===== config.mk =====
export PLATFORM = sky130hd
export DESIGN_NAME = race_tree_sequencer
export DESIGN_NICKNAME = d
export VERILOG_FILES = /design/src/rtl/race_tree_sequencer.sv
export SDC_FILE = /design/constraint.sdc
export NUM_CORES = 1
export LEC_CHECK = 0
export ABC_AREA = 1
export CAP_MARGIN = 40
export CORE_MARGIN = 2
export CORE_UTILIZATION = 45
export CTS_BUF_LIST = sky130_fd_sc_hd__clkbuf_4 sky130_fd_sc_hd__clkbuf_8 sky130_fd_sc_hd__clkbuf_16
export DETAILED_ROUTE_END_ITERATION = 7
export PLACE_DENSITY_LB_ADDON = 0.05
export SLEW_MARGIN = 40
export SYNTH_ARGS = -nofsm -noshare
export SYNTH_HDL_FRONTEND = slang
export SYNTH_SLANG_ARGS = --single-unit

===== constraint.sdc =====
create_clock -name Clock -period 5.9 [get_ports Clock]
set_input_delay 1.18 -clock Clock [delete_from_list [all_inputs] [get_ports Clock]]
set_output_delay 1.18 -clock Clock [all_outputs]
set_load 0.01 [all_outputs]

===== src/rtl/race_tree_sequencer.sv =====
// Two-lane drag-race start controller: staging, amber tree, foul detection,
// per-lane reaction timing in ms and winner selection. One race per reset.
//   state   | meaning
//   IDLE    | waiting for both lanes to stage
//   STAGING | both staged, counting the stage hold time
//   AMB1..3 | amber steps, fouls detected per lane
//   RACE    | greens on, ms timing, waiting for launches or timeout
//   DONE    | results held until reset
module race_tree_sequencer #(
  parameter int unsigned STAGE_CYCLES = 50_000_000,
  parameter int unsigned AMBER_CYCLES = 25_000_000,
  parameter int unsigned MS_CYCLES    = 50_000,
  parameter int unsigned RT_WIDTH     = 12
) (
  input  logic                Clock,
  input  logic                Reset,
  input  logic                SB0,
  input  logic                SB1,
  output logic                A1,
  output logic                A2,
  output logic                A3,
  output logic                G0,
  output logic                G1,
  output logic                R0,
  output logic                R1,
  output logic [RT_WIDTH-1:0] RT0,
  output logic [RT_WIDTH-1:0] RT1,
  output logic                Win0,
  output logic                Win1,
  output logic                Done
);

  typedef enum logic [2:0] {IDLE, STAGING, AMB1, AMB2, AMB3, RACE, DONE} state_e;

  state_e              state_q, state_d;
  logic [31:0]         cnt_q, cnt_d, pre_q, pre_d;
  logic [RT_WIDTH-1:0] ms_q, ms_d, rt0_q, rt0_d, rt1_q, rt1_d;
  logic a1_q, a1_d, a2_q, a2_d, a3_q, a3_d, g0_q, g0_d, g1_q, g1_d;
  logic r0_q, r0_d, r1_q, r1_d, win0_q, win0_d, win1_q, win1_d, done_q, done_d;
  logic fin0_q, fin0_d, fin1_q, fin1_d, to0_q, to0_d, to1_q, to1_d;

  function automatic logic [1:0] pick_winner(input logic e0, input logic e1,
                                             input logic [RT_WIDTH-1:0] t0,
                                             input logic [RT_WIDTH-1:0] t1);
    if (e0 && e1) return {t0 <= t1, t1 <= t0};
    return {e0, e1};
  endfunction

  always_ff @(posedge Clock) begin
    if (!Reset) begin
      state_q <= IDLE;
      cnt_q   <= '0;
      pre_q   <= '0;
      ms_q    <= '0;
      rt0_q   <= '0;
      rt1_q   <= '0;
      {a1_q, a2_q, a3_q, g0_q, g1_q, r0_q, r1_q} <= '0;
      {win0_q, win1_q, done_q, fin0_q, fin1_q, to0_q, to1_q} <= '0;
    end else begin
      state_q <= state_d;
      cnt_q   <= cnt_d;
      pre_q   <= pre_d;
      ms_q    <= ms_d;
      rt0_q   <= rt0_d;
      rt1_q   <= rt1_d;
      {a1_q, a2_q, a3_q, g0_q, g1_q, r0_q, r1_q} <= {a1_d, a2_d, a3_d, g0_d, g1_d, r0_d, r1_d};
      {win0_q, win1_q, done_q, fin0_q, fin1_q, to0_q, to1_q} <=
        {win0_d, win1_d, done_d, fin0_d, fin1_d, to0_d, to1_d};
    end
  end

  always_comb begin
    state_d = state_q;
    cnt_d   = cnt_q;
    pre_d   = pre_q;
    ms_d    = ms_q;
    rt0_d   = rt0_q;
    rt1_d   = rt1_q;
    {a1_d, a2_d, a3_d, g0_d, g1_d, r0_d, r1_d} = {a1_q, a2_q, a3_q, g0_q, g1_q, r0_q, r1_q};
    {win0_d, win1_d, done_d, fin0_d, fin1_d, to0_d, to1_d} =
      {win0_q, win1_q, done_q, fin0_q, fin1_q, to0_q, to1_q};
    unique case (state_q)
      IDLE: begin
        if (SB0 && SB1) begin
          state_d = STAGING;
          cnt_d   = '0;
        end
      end
      STAGING: begin
        if (!SB0 || !SB1) begin
          state_d = IDLE;
          cnt_d   = '0;
        end else if (cnt_q == STAGE_CYCLES - 1) begin
          state_d = AMB1;
          cnt_d   = '0;
          a1_d    = 1'b1;
        end else begin
          cnt_d = cnt_q + 32'd1;
        end
      end
      AMB1, AMB2, AMB3: begin
        if (!SB0 && !r0_q) begin
          r0_d  = 1'b1;
          rt0_d = '0;
        end
        if (!SB1 && !r1_q) begin
          r1_d  = 1'b1;
          rt1_d = '0;
        end
        // A foul on the last AMB3 cycle is resolved before the launch decision.
        if (r0_d && r1_d) begin
          state_d = DONE;
          {a1_d, a2_d, a3_d} = '0;
          done_d  = 1'b1;
          win0_d  = 1'b0;
          win1_d  = 1'b0;
        end else if (cnt_q == AMBER_CYCLES - 1) begin
          cnt_d = '0;
          if (state_q == AMB1) begin
            state_d = AMB2;
            a1_d    = 1'b0;
            a2_d    = 1'b1;
          end else if (state_q == AMB2) begin
            state_d = AMB3;
            a2_d    = 1'b0;
            a3_d    = 1'b1;
          end else begin
            state_d = RACE;
            a3_d    = 1'b0;
            g0_d    = !r0_d;
            g1_d    = !r1_d;
            pre_d   = '0;
            ms_d    = '0;
          end
        end else begin
          cnt_d = cnt_q + 32'd1;
        end
      end
      RACE: begin
        if (!r0_q && !fin0_q && !SB0) begin
          rt0_d  = ms_q;
          fin0_d = 1'b1;
        end
        if (!r1_q && !fin1_q && !SB1) begin
          rt1_d  = ms_q;
          fin1_d = 1'b1;
        end
        // A launch on the timeout cycle still counts as a real capture.
        if (ms_q == '1) begin
          if (!r0_q && !fin0_d) begin
            rt0_d = '1;
            to0_d = 1'b1;
          end
          if (!r1_q && !fin1_d) begin
            rt1_d = '1;
            to1_d = 1'b1;
          end
        end
        if ((ms_q == '1) || ((r0_q || fin0_d) && (r1_q || fin1_d))) begin
          state_d = DONE;
          done_d  = 1'b1;
          {win0_d, win1_d} = pick_winner(!r0_q && !to0_d, !r1_q && !to1_d, rt0_d, rt1_d);
        end else if (pre_q == MS_CYCLES - 1) begin
          pre_d = '0;
          ms_d  = ms_q + 1'b1;
        end else begin
          pre_d = pre_q + 32'd1;
        end
      end
      DONE: ;
      default: state_d = IDLE;
    endcase
  end

  assign {A1, A2, A3, G0, G1, R0, R1} = {a1_q, a2_q, a3_q, g0_q, g1_q, r0_q, r1_q};
  assign RT0  = rt0_q;
  assign RT1  = rt1_q;
  assign Win0 = win0_q;
  assign Win1 = win1_q;
  assign Done = done_q;

endmodule


==> run summary <==
The run finished with clean final reports. The pin count of the biggest net entering global routing came out at 51. The count of warnings emitted by yosys is 0. The measured slew at the worst slew-check pin came out at roughly 0.74 ns.

The static leakage is 3.24 nW. In the global route stage, overall resource usage came out at 0.245. The worst path arrival time came out at 4.11 ns. The initialized floorplan defines 47 standard-cell rows. The multi-input combinational cells in the finished layout cover a total of between 0.004 and 0.005 mm². The dominant combinational cell family by area after synthesis is simple AND/OR/NAND/NOR gates. The worst pin sits at a relative slew slack of 0.504.

Across the routed clock network, the largest skew measured is approximately 0.0092 ns. Across all setup checks in the final design, the least slack found is approximately 2.1 ns. The compound-cell area share of the yosys netlist was 0.112. The area inside the core boundary came out at about 0.016 mm². The startpoint identified for the worst register-to-register timing path is ms_q[1]. The area of the mapped netlist is around 0.0075 mm².

For this run, the register share of the synthesized area comes to 0.314. The detailed placer's ending HPWL came out at 15400 µm. The most instantiated flip-flop cell in the synthesis netlist is sky130_fd_sc_hd__dfxtp_1. The number of cells produced by synthesis is about 1200. The highest achievable clock rate came out at 261 MHz. The wire length of the first global-routing pass is approximately 35000 µm. The number of H-tree branching levels is 4. The final weighted congestion in routability-driven placement came out at 0.928. The share of synthesized flip-flops with an asynchronous set or reset came out at 0. The detailed-route wire length per cell came out at around 14 µm. The total of hold buffers inserted after clock tree synthesis is 0.

The clock transition time at the flip-flop clock pins of the worst setup and hold paths is 0.05 ns. The number of DRC markers after the initial detailed-route iteration is between 600 and 700. The worst endpoint required time came out at just over 6 ns. Of the cells placed in the final design, the portion with a size suffix greater than 1 is 0.0645.

The vertical extent of the die came out at 133 µm. The mean post-synth cell area is ~6.0 µm². The tightest min-delay check is of the reg2reg type. The overall die width came out at 133 µm. The number of routed nets with antenna violations came out at 0. The total overflow reported by the global router is 0. The total of max-cap violations came out at 0. The register area came out at about 0.0023 mm². The clock tree from TritonCTS is built. The critical register-to-register path endpoint is Win0. The number of antenna violations at the first check in global routing came out at 0. The count of non-filler cells in the finished layout came out at between 1000 and 1500. The multiplexer area fraction after synthesis is 0.

The unique cell type count in the Yosys netlist came out at 38. The layout overhead on the synthesized area is 15.4%. The peak supply drop came out at 0.266 mV. The first detailed-routing pass ran for 5 iterations.

The clock net sink count is roughly 120. The buffer type at the clock tree root is sky130_fd_sc_hd__clkbuf_16. The post-CTS setup buffer count came out at 0. The area enclosed by the die boundary came out at ~0.018 mm². Fill cells in the final layout number between 1500 and 2000.

The max-slew violation total from the final report came out at 0. The endpoint of the worst hold path is Done. The startpoint identified for the worst hold timing path is Done. Of the total synthesized cell area, the portion taken by full adders, half adders and majority gates is 0.0251. The worst setup path category is in2reg. The hold-critical path depth is 2. After detailed routing, the number of vias per cell comes to 5.22. The power density over the cells is 330 mW/mm². The number of global-route vias before repair came out at ~6900. Of all cell types, the one taking the most synthesized area is sky130_fd_sc_hd__dfxtp_1.

The total CTS buffers is 17. The worst setup slack for register-to-register paths came out at 2.77 ns. The flop and latch count out of synthesis came out at ~120. The top-area cell type share of the netlist area came out at 0.314. The number of cells on the worst reg-to-reg path is 13. Setup repair after global routing left no endpoint under its margin. The number of instances in the placed design is 1458. The effective utilization at floorplan came out at 0.455.

The number of nets in the synthesized netlist is ~1300. The I/O pin count came out at 38. The detailed-route wire length is 21400 µm.

The synthesized-area fraction occupied by and/or/nand/nor cells is 0.425. The number of cells upsized or downsized after cts came out at 0. The pre-CTS setup slack is roughly 1.7 ns. In the post-synthesis netlist, the biggest area contributors are sky130_fd_sc_hd__dfxtp_1 (31%), sky130_fd_sc_hd__nand2_1 (18%), sky130_fd_sc_hd__nor2_1 (11%), sky130_fd_sc_hd__a21oi_1 (6.0%), sky130_fd_sc_hd__inv_1 (5.5%).

The final setup TNS is 0 ns. In this run the tool buffered the top-level ports with 37 buffer cells. The worst path in the final design needs a cycle of roughly 3.8 ns, including I/O delays and setup. The post-route worst hold slack came out at approximately 0.46 ns. The number of hold violations in the final report is 0. The number of synthesized flops with an enable pin came out at 0. The total setup violations reported at the end of the flow is 0. The final net count came out at 1277.

The antenna diode count came out at 0. The xor and xnor fraction of the mapped netlist area is 0.0317. The largest fanout of any net on the critical path is 20. The via total after detailed routing is around 8000. The buffer levels on the longest clock path is 2. The critical path launch point type is a primary input. The source-to-sink clock delay at the later pin of the worst-skew pair is between 0.4 and 0.5 ns. The worst setup path is captured at a flip-flop. In the finished design, the share of the clock period the worst path needs comes to 0.650. The number of remaining DRC errors came out at 0.
[layer usage]
metal | share of wire | up-vias | GRT usage
li1 | - | 4039 | -
met1 | 0.50 | 3515 | 0.351
met2 | 0.43 | 191 | 0.374
met3 | 0.045 | 36 | 0.0352
met4 | 0.021 | 0 | 0.0896
met5 | 0 | - | 0
[registers in the layout, indices dropped and copies added (netlist names), 3 cells and up]
name and cells:
cnt_q 32, pre_q 32, RT0 12, RT1 12, ms_q 12, state_q 3
[power breakdown]
| group | internal, W | leakage [nW] | switching, W |
|---|---|---|---|
| Combinational | 0.000239 | 1.97 | 0.000588 |
| Clock | 0.000776 | 0.320 | 0.000370 |
| Sequential | 0.000830 | 0.944 | 0.0000467 |
| Total | 0.00184 | 3.24 | 0.00100 |
[critical path, cell delays in order]
cell and delay [ns]:
sky130_fd_sc_hd__clkdlybuf4s50_1 0.47, sky130_fd_sc_hd__nor3_1 0.54, sky130_fd_sc_hd__inv_1 0.44, sky130_fd_sc_hd__o21ai_0 0.31, sky130_fd_sc_hd__nor2_1 0.07, sky130_fd_sc_hd__ha_1 0.34, sky130_fd_sc_hd__a21oi_1 0.15, sky130_fd_sc_hd__nor2_1 0.05
sky130_fd_sc_hd__nor3_1 0.20, sky130_fd_sc_hd__nand4_1 0.12, sky130_fd_sc_hd__o21ai_0 0.15, sky130_fd_sc_hd__a21oi_1 0.08
[how the worst max path moves through the flow]
stage / start / endpoint / slack [ns] / cells after the start
2_1_floorplan: SB0 / Win0 / 2.75 / 12
3_3_place_gp: SB0 / Win0 / 1.57 / 13
3_5_place_dp: SB0 / Win0 / 1.68 / 12
4_1_cts: SB0 / Win0 / 2.07 / 12
5_1_grt: SB0 / Win0 / 1.64 / 12
6_report: SB0 / Win0 / 2.06 / 12
[cells by family (layout without fill, tap and decap cells)]
logic type               Yosys count  count (layout)
AO/OA/AOI/OAI                    157             157
XOR/XNOR                          27              27
adder cells (fa/ha/maj)           15              15
buffers and inverters            171             203
flip-flops                       117             117
AND/OR/NAND/NOR                  752             752
[placed cells by master, fill, tap and decap left out, drive strengths merged]
| cell type | count |
|---|---|
| a21oi | 90 |
| nand3 | 66 |
| clkbuf | 23 |
| xnor2 | 7 |
| nor4 | 5 |
| nand3b | 4 |
| a211oi | 1 |
| o221ai | 1 |
| nor3 | 54 |
| ha | 15 |
| o32ai | 1 |
| nand4 | 33 |
| dfxtp | 117 |
| xor2 | 20 |
| clkdlybuf4s50 | 37 |
| o21bai | 1 |
| nor2 | 221 |
| clkinv | 3 |
| nand2 | 363 |
| bufinv | 5 |
| inv | 128 |
| a31oi | 3 |
| nor3b | 5 |
| clkinvlp | 1 |
| nor4b | 1 |
| o211ai | 2 |
| o21ai | 58 |
| buf | 6 |
[synth_stat cells (4+ instances only)]
master	number
sky130_fd_sc_hd__clkbuf_1	18
sky130_fd_sc_hd__nor2_1	215
sky130_fd_sc_hd__inv_2	19
sky130_fd_sc_hd__xnor2_1	7
sky130_fd_sc_hd__ha_1	15
sky130_fd_sc_hd__nand3_1	63
sky130_fd_sc_hd__nor3b_1	5
sky130_fd_sc_hd__nand4_1	33
sky130_fd_sc_hd__inv_1	109
sky130_fd_sc_hd__buf_2	18
sky130_fd_sc_hd__nor3_2	4
sky130_fd_sc_hd__xor2_1	20
sky130_fd_sc_hd__dfxtp_1	117
sky130_fd_sc_hd__buf_4	4
sky130_fd_sc_hd__a21oi_1	89
sky130_fd_sc_hd__nand3b_1	4
sky130_fd_sc_hd__o21ai_0	53
sky130_fd_sc_hd__nand2_1	358
sky130_fd_sc_hd__nand2_2	5
sky130_fd_sc_hd__nor3_1	50
sky130_fd_sc_hd__nor2_2	5
sky130_fd_sc_hd__nor4_1	5
[per-stage QoR]
step / instance area (µm²) / util / power, W
6_report: 8620 / 0.526 / 0.00285
5_1_grt: 8620 / 0.526 / 0.00302
3_3_place_gp: 7950 / 0.484 / 0.00170
3_5_place_dp: 7950 / 0.484 / 0.00170
2_1_floorplan: 7470 / - / 0.00152
4_1_cts: 8600 / 0.524 / 0.00285
[cell type report]
cell class,instances,area share
repair buffers,43,0.0505
clock inverters,9,0.0205
inverters,128,0.0557
well taps,220,0.0319
clock buffers,23,0.0546
multi-input cells,951,0.515
flip-flops and latches,117,0.272
Note: power is estimated with default switching activity, not from simulation.
